[src/rtl/data_sram_axi_bridge_if.sv]
// AXI4 single-beat bus between the data SRAM bridge (master) and the system interconnect (slave).
// Latency: n/a (wires only).
// Backpressure: standard AXI valid/ready on AR, R, AW, W and B; resp fields are not carried.
// Ports: AR (araddr/arvalid/arready), R (rdata/rvalid/rready), AW (awaddr/awvalid/awready),
//        W (wdata/wstrb/wvalid/wready), B (bvalid/bready).
interface data_sram_axi_bridge_if #(
  parameter int ADDR_W = 32
);
  logic [ADDR_W-1:0] araddr;
  logic              arvalid;
  logic              arready;
  logic [31:0]       rdata;
  logic              rvalid;
  logic              rready;
  logic [ADDR_W-1:0] awaddr;
  logic              awvalid;
  logic              awready;
  logic [31:0]       wdata;
  logic [3:0]        wstrb;
  logic              wvalid;
  logic              wready;
  logic              bvalid;
  logic              bready;

  modport master (
    output araddr, arvalid, rready, awaddr, awvalid, wdata, wstrb, wvalid, bready,
    input  arready, rdata, rvalid, awready, wready, bvalid
  );

  modport slave (
    input  araddr, arvalid, rready, awaddr, awvalid, wdata, wstrb, wvalid, bready,
    output arready, rdata, rvalid, awready, wready, bvalid
  );
endinterface

[src/rtl/data_sram_axi_bridge.sv]
// Converts each single-word data_sram request into one AXI4 single-beat read or write.
// Latency: 4 cycles minimum per access (IDLE, addr, data/resp, DONE); d_stall released in DONE.
// Backpressure: one transaction outstanding; d_stall holds the core until the AXI slave completes.
// Ports: clk, rst (async, active-low), data_sram_* request/response from the core,
//        d_stall back to the core, axi (master modport) towards the interconnect.
// Build option: define ADDR_TRANSLATE_EN to strip bits [31:29] of kseg0/kseg1 addresses.
module data_sram_axi_bridge #(
  parameter int ADDR_W = 32
) (
  input  logic              clk,
  input  logic              rst,
  input  logic              data_sram_en,
  input  logic [3:0]        data_sram_wen,
  input  logic [ADDR_W-1:0] data_sram_addr,
  input  logic [31:0]       data_sram_wdata,
  output logic [31:0]       data_sram_rdata,
  output logic              d_stall,
  data_sram_axi_bridge_if.master axi
);

  localparam logic [2:0] S_IDLE    = 3'd0;
  localparam logic [2:0] S_RD_ADDR = 3'd1;
  localparam logic [2:0] S_RD_DATA = 3'd2;
  localparam logic [2:0] S_WR_REQ  = 3'd3;
  localparam logic [2:0] S_WR_RESP = 3'd4;
  localparam logic [2:0] S_DONE    = 3'd5;

  logic [2:0]        state;
  logic              orphan;
  logic [ADDR_W-1:0] addr_q;
  logic [31:0]       wdata_q;
  logic [3:0]        wstrb_q;
  logic              arvalid_q;
  logic              rready_q;
  logic              awvalid_q;
  logic              wvalid_q;
  logic              bready_q;

  // Address translation is applied once, at latch time, so araddr/awaddr
  // stay stable for the whole transaction.
  function automatic logic [ADDR_W-1:0] xlate(input logic [ADDR_W-1:0] a);
`ifdef ADDR_TRANSLATE_EN
    logic [ADDR_W-1:0] r;
    r = a;
    if (a[31:30] == 2'b10) r[31:29] = 3'b000;
    return r;
`else
    return a;
`endif
  endfunction

  // An orphan DONE belongs to a request the core already abandoned, so it
  // must not release a new request that may be waiting.
  assign d_stall = data_sram_en & ~((state == S_DONE) & ~orphan);

  assign axi.araddr  = addr_q;
  assign axi.awaddr  = addr_q;
  assign axi.wdata   = wdata_q;
  assign axi.wstrb   = wstrb_q;
  assign axi.arvalid = arvalid_q;
  assign axi.rready  = rready_q;
  assign axi.awvalid = awvalid_q;
  assign axi.wvalid  = wvalid_q;
  assign axi.bready  = bready_q;

  always_ff @(posedge clk or negedge rst) begin
    if (!rst) begin
      state           <= S_IDLE;
      orphan          <= 1'b0;
      addr_q          <= '0;
      wdata_q         <= '0;
      wstrb_q         <= '0;
      arvalid_q       <= 1'b0;
      rready_q        <= 1'b0;
      awvalid_q       <= 1'b0;
      wvalid_q        <= 1'b0;
      bready_q        <= 1'b0;
      data_sram_rdata <= '0;
    end else begin
      // Core dropped its request mid-flight: finish the bus transaction anyway.
      if (!data_sram_en && state != S_IDLE && state != S_DONE) orphan <= 1'b1;

      case (state)
        S_IDLE: begin
          if (data_sram_en) begin
            addr_q  <= xlate(data_sram_addr);
            wdata_q <= data_sram_wdata;
            wstrb_q <= data_sram_wen;
            if (data_sram_wen == 4'b0000) begin
              arvalid_q <= 1'b1;
              state     <= S_RD_ADDR;
            end else begin
              awvalid_q <= 1'b1;
              wvalid_q  <= 1'b1;
              state     <= S_WR_REQ;
            end
          end
        end
        S_RD_ADDR: begin
          if (axi.arready) begin
            arvalid_q <= 1'b0;
            rready_q  <= 1'b1;
            state     <= S_RD_DATA;
          end
        end
        S_RD_DATA: begin
          if (axi.rvalid) begin
            rready_q        <= 1'b0;
            data_sram_rdata <= axi.rdata;
            state           <= S_DONE;
          end
        end
        S_WR_REQ: begin
          if (awvalid_q && axi.awready) awvalid_q <= 1'b0;
          if (wvalid_q && axi.wready) wvalid_q <= 1'b0;
          // A channel counts as done if it already handshook or does so now.
          if ((!awvalid_q || axi.awready) && (!wvalid_q || axi.wready)) begin
            bready_q <= 1'b1;
            state    <= S_WR_RESP;
          end
        end
        S_WR_RESP: begin
          if (axi.bvalid) begin
            bready_q <= 1'b0;
            state    <= S_DONE;
          end
        end
        S_DONE: begin
          orphan <= 1'b0;
          state  <= S_IDLE;
        end
        default: state <= S_IDLE;
      endcase
    end
  end

endmodule

[src/flat_wrapper.sv]
// flat-port wrapper written by rule: the top's interface ports become plain ports
module data_sram_axi_bridge_flat 
#(
  parameter int ADDR_W = 32
)
  (clk, rst, data_sram_en, data_sram_wen, data_sram_addr, data_sram_wdata, data_sram_rdata, d_stall, axi_araddr, axi_arvalid, axi_rready, axi_awaddr, axi_awvalid, axi_wdata, axi_wstrb, axi_wvalid, axi_bready, axi_arready, axi_rdata, axi_rvalid, axi_awready, axi_wready, axi_bvalid);
  data_sram_axi_bridge_if #(.ADDR_W(ADDR_W)) axi_i ();
  input  logic clk;
  input  logic rst;
  input  logic data_sram_en;
  input  logic [3:0] data_sram_wen;
  input  logic [ADDR_W-1:0] data_sram_addr;
  input  logic [31:0] data_sram_wdata;
  output logic [31:0] data_sram_rdata;
  output logic d_stall;
  output wire logic [$bits(axi_i.araddr)-1:0] axi_araddr;
  output wire logic [$bits(axi_i.arvalid)-1:0] axi_arvalid;
  output wire logic [$bits(axi_i.rready)-1:0] axi_rready;
  output wire logic [$bits(axi_i.awaddr)-1:0] axi_awaddr;
  output wire logic [$bits(axi_i.awvalid)-1:0] axi_awvalid;
  output wire logic [$bits(axi_i.wdata)-1:0] axi_wdata;
  output wire logic [$bits(axi_i.wstrb)-1:0] axi_wstrb;
  output wire logic [$bits(axi_i.wvalid)-1:0] axi_wvalid;
  output wire logic [$bits(axi_i.bready)-1:0] axi_bready;
  input wire logic [$bits(axi_i.arready)-1:0] axi_arready;
  input wire logic [$bits(axi_i.rdata)-1:0] axi_rdata;
  input wire logic [$bits(axi_i.rvalid)-1:0] axi_rvalid;
  input wire logic [$bits(axi_i.awready)-1:0] axi_awready;
  input wire logic [$bits(axi_i.wready)-1:0] axi_wready;
  input wire logic [$bits(axi_i.bvalid)-1:0] axi_bvalid;
  assign axi_araddr = axi_i.araddr;
  assign axi_arvalid = axi_i.arvalid;
  assign axi_rready = axi_i.rready;
  assign axi_awaddr = axi_i.awaddr;
  assign axi_awvalid = axi_i.awvalid;
  assign axi_wdata = axi_i.wdata;
  assign axi_wstrb = axi_i.wstrb;
  assign axi_wvalid = axi_i.wvalid;
  assign axi_bready = axi_i.bready;
  assign axi_i.arready = axi_arready;
  assign axi_i.rdata = axi_rdata;
  assign axi_i.rvalid = axi_rvalid;
  assign axi_i.awready = axi_awready;
  assign axi_i.wready = axi_wready;
  assign axi_i.bvalid = axi_bvalid;
  data_sram_axi_bridge #(.ADDR_W(ADDR_W)) u_core (.clk(clk), .rst(rst), .data_sram_en(data_sram_en), .data_sram_wen(data_sram_wen), .data_sram_addr(data_sram_addr), .data_sram_wdata(data_sram_wdata), .data_sram_rdata(data_sram_rdata), .d_stall(d_stall), .axi(axi_i));
endmodule
[config.mk]
export PLATFORM = sky130hd
export DESIGN_NAME = data_sram_axi_bridge_flat
export DESIGN_NICKNAME = d
export VERILOG_FILES = /design/src/rtl/data_sram_axi_bridge_if.sv /design/src/rtl/data_sram_axi_bridge.sv /design/src/flat_wrapper.sv
export SDC_FILE = /design/constraint.sdc
export NUM_CORES = 1
export LEC_CHECK = 0
export ABC_CLOCK_PERIOD_IN_PS = 4250
export BUFFER_PORTS_ARGS = -buffer_cell sky130_fd_sc_hd__buf_2
export CAP_MARGIN = 20
export CORE_UTILIZATION = 30
export DETAILED_ROUTE_END_ITERATION = 6
export REMOVE_ABC_BUFFERS = 1
export SLEW_MARGIN = 0
export SYNTH_ARGS = -nofsm -noshare
export SYNTH_HDL_FRONTEND = slang
export SYNTH_SLANG_ARGS = --single-unit
[constraint.sdc]
create_clock -name clk -period 4.25 [get_ports clk]
set_clock_uncertainty 0.15 [all_clocks]
set_input_delay 0.2125 -clock clk [delete_from_list [all_inputs] [get_ports clk]]
set_output_delay 0.2125 -clock clk [all_outputs]
set_load 0.01 [all_outputs]
* Word-level counts from Yosys, hierarchy flattened
Index checks and enable logic that the tools add are counted.
** Cells by class
- Equality and inequality tests :: 15
- Muxes and demuxes :: 25
- Bitwise logic cells :: 4
- Reductions and logical operators :: 26
** Operators by type and width (number)
- $mux 3 :: 5
- $pmux 3 s5 :: 1
- $mux 1 :: 13
- $reduce_and 4->1 :: 3
- $ne 2x2->1 const B :: 5
- $pmux 1 s2 :: 5
- $reduce_bool 2->1 :: 5
- $ne 2x1->1 const B :: 4
- $eq 3x2->1 const B :: 2
- $eq 3x3->1 const B :: 2
- $reduce_and 3->1 :: 2
- $logic_and 1x1->1 :: 5
- $reduce_and 5->1 :: 1
- $logic_not 4->1 :: 1
- $reduce_and 2->1 :: 2
- $eq 3x1->1 const B :: 1
- $logic_not 1->1 :: 3
- $logic_not 3->1 :: 1
- $ne 3x3->1 const B :: 1
- $reduce_bool 3->1 :: 1
- $and 1x1->1 :: 2
- $logic_or 1x1->1 :: 2
- $mux 2 :: 1
- $not 1->1 :: 2
** Word-level totals
- Register bits after elaboration :: 109
- Output and inout port bits :: 138
- Word-level logic and storage cells :: 81

* Depth between registers and ports, before layout
- Depth after elaboration :: 5
- Depth in mapped cells :: 5

* Worst setup path before layout
No wires, ideal clock.
- Path kind :: register to register
- Start :: reg u_core.state[1]
- End :: reg u_core.addr_q[0], in the netlist u_core.axi.araddr[0]
- Arrival :: 1.451 ns
- Data required time :: 3.972 ns
- Slack :: 2.521 ns
- Cell stages (with the launch flop) :: 5
- Path buffers :: 2
- Period minus slack after synthesis :: 1.729 ns
- Cells stage by stage :: dfrtp_1 > nor4b_4 > buf_4 > buf_4 > mux2_1
** On the way
- Cells in the longest elaborated chain, start to end :: 2
** RTL lines
- start: declaration :: line data_sram_axi_bridge.sv:28 : logic [2:0] state;
- start signal: assignment :: line data_sram_axi_bridge.sv:68 : state <= S_IDLE;
- start signal: assignment :: line data_sram_axi_bridge.sv:91 : state <= S_RD_ADDR;
- start signal: assignment :: line data_sram_axi_bridge.sv:95 : state <= S_WR_REQ;
- $logic_not 3->1 :: line data_sram_axi_bridge.sv:83 : case (state)
- $reduce_and 2->1 (no source line)
- end signal: assignment :: line data_sram_axi_bridge.sv:86 : addr_q <= xlate(data_sram_addr);
- end: declaration :: line data_sram_axi_bridge.sv:30 : logic [ADDR_W-1:0] addr_q;
No other way between the ends.
A chain may end at the register's enable or synchronous reset.

* Final worst setup path
- Start :: reg u_core.state[1]
- End :: reg u_core.wdata_q[13], in the netlist u_core.axi.wdata[13]
** On the way
- Cells in the longest elaborated chain, start to end :: 2
** RTL lines
- $logic_not 3->1 :: line data_sram_axi_bridge.sv:83
- $reduce_and 2->1 (no source line)
- end signal: assignment :: line data_sram_axi_bridge.sv:87 : wdata_q <= data_sram_wdata;
- end: declaration :: line data_sram_axi_bridge.sv:31 : logic [31:0] wdata_q;
No other way between the ends.

==> impl_summary.md <==
Layout
The most common cell after layout, fill and taps aside is buf_2. Across the whole layout, storage elements account for 0.002728 mm2. The share of post-route cells with drive strength above 1 is 0.5802. The net total in the final layout is 720. Relative to the synthesized area, the layout overhead comes to 56.27%. In the layout the commonest cells are 244 x buf_2, 109 x dfrtp_1, 102 x dlygate4sd3_1, 89 x mux2_2, 11 x mux2_1.

The antenna diode count is 0. Fill cells in the final layout number 1281. The area of combinational cells with multiple inputs is 0.001385 mm2.

The utilization of the core after routing is 0.4799.

Drt
The via density per instance is 4.341. Before antenna repair, the detailed router went through 4 iterations. The DRC violation count after routing is 0.

The remaining antenna violation count after routing is 0. The first routing iteration left 118 violations. The wire length reported by the detailed router is 10.83 mm.

After detailed routing, the average wire length per cell comes to 13.52 um. The routed via count is 3477.

CTS
The clock latency reported for the late side of the worst-skew pair is 0.34 ns. TritonCTS built the clock tree. The number of H-tree levels is 3. The cell at the root of the clock tree is clkbuf_16. Clock tree synthesis inserted a total of 9 buffers. The clock transition at the registers of the reported paths is 0.07 ns. The clock drives 109 sinks. The number of cells upsized or downsized after cts is 0. The longest clock path from root to sink contains 2 buffers.

GRT
The first global-routing pass estimated 16.24 mm of wire. The number of global-route vias before repair is 3508. The total routing usage reported by global routing is 0.1373. The remaining global-route overflow is 0. The initial antenna violation count is 0. The maximum number of pins on one net before global-route repair is 73.

Floorplan
The initial standard-cell utilization of the core is 0.3071. The placeable core area is 0.01453 mm2. The count of pins on the block boundary is 246.

In this run the vertical extent of the chip is 124.0 um. The number of core rows is 44. In this run the horizontal extent of the chip is 124.0 um. The area of the die is 0.01537 mm2.

Setup path
The required time at the worst-slack endpoint is 4.32 ns. The slowest cell on the critical path is buf_4. The delay of the slowest cell on the worst path is 0.55 ns.

The worst setup path is launched from a flop. Walking the worst path, the cells encountered are nor4b_4 > buf_4 > mux2_2. In this run the worst path has a maximum fanout of 49. The critical path endpoint category is a flop. The worst path arrival time is 2.19 ns. The worst setup path is of the flop to flop kind.

Place
Routability-driven placement finished with a final weighted congestion of 0.8188. The setup slack after placement is 2.117 ns. The number of buffer cells added on primary ports is 245. Summed over all nets, the half-perimeter wirelength after detailed placement is 7.157 mm.

STA
The accumulated negative setup slack is 0 ns. The count of pins over their slew limit is 0. Headroom to the max-slew limit came out at 0.3921. The shortest period the worst path allows is 2.113 ns. Of the available clock period, the critical path in the final layout requires 0.4971. The final-report hold violation count is 0. The setup slack of the critical path after layout is 2.137 ns. Setup violations remaining at the end of the flow were counted as 0. The transition time of the tightest slew-check pin is 0.9118 ns. Setup repair after global routing left no endpoint under its margin. The upper clock frequency limit is 473.3 MHz.

Yosys
The share of the Yosys chip area taken by registers is 0.6112. The number of warnings printed during yosys synthesis is 0. In the post-synthesis netlist, the biggest area contributors are dfrtp_1 61%, mux2_2 22%, buf_4 5.9%. Of all cell types, the one taking the most synthesized area is dfrtp_1.

The synthesized netlist cell count is 295. After synthesis the cells add up to 0.004463 mm2. The number of different library cells used by synthesis comes to 31. The main flop type after synthesis is dfrtp_1. A synthesized cell averages 15.13 um2. The proportion of synthesized flip-flops having asynchronous set or reset is 1.000. The flip-flop and latch count after synthesis is 109. In this run, synthesis inferred 0 flip-flops with an integrated enable. The share of synthesized area in the top cell type comes to 0.6112.

Min path
The class of the tightest hold or removal check is input port to flop.

Power and ir drop
The areal power density over the cells is 691.9 mW/mm2. VDD sags by at most 0.2677 mV. The static leakage power is 3.364 nW.

Run status
The flow ran to the end, and the final reports show no timing, DRC or antenna violations.

Job
The tool flagged a number of max-cap violations equal to 0.
==> repair_timing <==
action	4_1_cts	5_1_grt
hold buffers	102	0
buffers inserted	0	0
hold endpoints to repair	172	0
==> layer usage <==
layer / vias to the layer above / GRT usage / share of wire
met5: - / 0 / 0
met4: 0 / 0.06771 / 0.023
met3: 20 / 0.02701 / 0.052
met2: 134 / 0.2389 / 0.53
met1: 1689 / 0.1611 / 0.40
li1: 1634 / - / -
==> logic make-up (layout without fill, tap and decap cells) <==
| family | after synthesis | count (layout) | share of synthesized area |
|---|---|---|---|
| and+or+nand+nor | 21 | 21 | 0.03448 |
| AOI/OAI and AO/OA | 15 | 15 | 0.02355 |
| DFF | 109 | 109 | 0.6112 |
| buffers and inverters | 50 | 372 | 0.07850 |
| muxes | 100 | 100 | 0.2523 |
==> synth_stat cells, types with 2 or more instances <==
| library cell | number |
|---|---|
| mux2_1 | 11 |
| buf_4 | 35 |
| nand3b_1 | 2 |
| o21ai_0 | 2 |
| buf_2 | 7 |
| nor2b_1 | 2 |
| mux2_2 | 89 |
| buf_6 | 3 |
| dfrtp_1 | 109 |
| a21o_1 | 2 |
| inv_1 | 5 |
| a21oi_1 | 3 |
| nand3_1 | 5 |
| nand2b_1 | 3 |
==> worst paths after layout <==
kind                                              end  cells after the start                  startpoint  slack, ns
max                              u_core.axi.wdata[13]                      3             u_core.state[1]       2.14
min                                 u_core.axi.wvalid                      3                  axi_wready       0.03
max reg2reg                      u_core.axi.wdata[13]                      3             u_core.state[1]       2.14
min reg2reg                u_core.data_sram_rdata[26]                      1  u_core.data_sram_rdata[26]       0.34
max in group asynchronous       u_core.axi.araddr[20]                      3                         rst       2.50
min in group asynchronous        u_core.axi.wdata[19]                      2                         rst       0.37
==> critical path, delay by kind of cell (launching register included) <==
kind          cells  cell delay (ns)
buf+inv           1             0.55
mux               1             0.40
simple gates      1             0.35
flops             1             0.52
==> sequential cells by signal (all words and copies together), names as in the netlist <==
signal	cells
u_core.axi.araddr	32
u_core.axi.arvalid	1
u_core.axi.awvalid	1
u_core.axi.bready	1
u_core.axi.rready	1
u_core.axi.wdata	32
u_core.axi.wstrb	4
u_core.axi.wvalid	1
u_core.data_sram_rdata	32
u_core.orphan	1
u_core.state	3
==> power by group <==
group          leakage [nW]  internal, mW  total, mW  switching, mW
Clock                 0.159         0.537      0.926          0.389
Sequential             1.29          1.57       1.89          0.326
Combinational          1.92          1.07       2.01          0.939
Total                  3.36          3.17       4.83           1.65
==> per-stage QoR <==
step           power, mW  instances  hold WS [ns]  cell area (um2)
3_5_place_dp       3.863        683        0.2536             5620
3_3_place_gp       3.807        683        0.2493             5620
2_1_floorplan      2.959        250       -0.2331             4131
5_1_grt            5.153        801       0.03871             6974
6_report           4.826        801       0.03440             6974
4_1_cts            4.874        801       0.01537             6974
==> cell type report <==
class | count | share of cell area
repair buffers | 351 | 0.3269
flip-flops and latches | 109 | 0.3911
well taps | 184 | 0.03301
clock buffers | 10 | 0.03427
clock inverters | 6 | 0.01346
multi-input cells | 136 | 0.1986
inverters | 5 | 0.002691
Note: power is estimated with default switching activity, not from simulation.
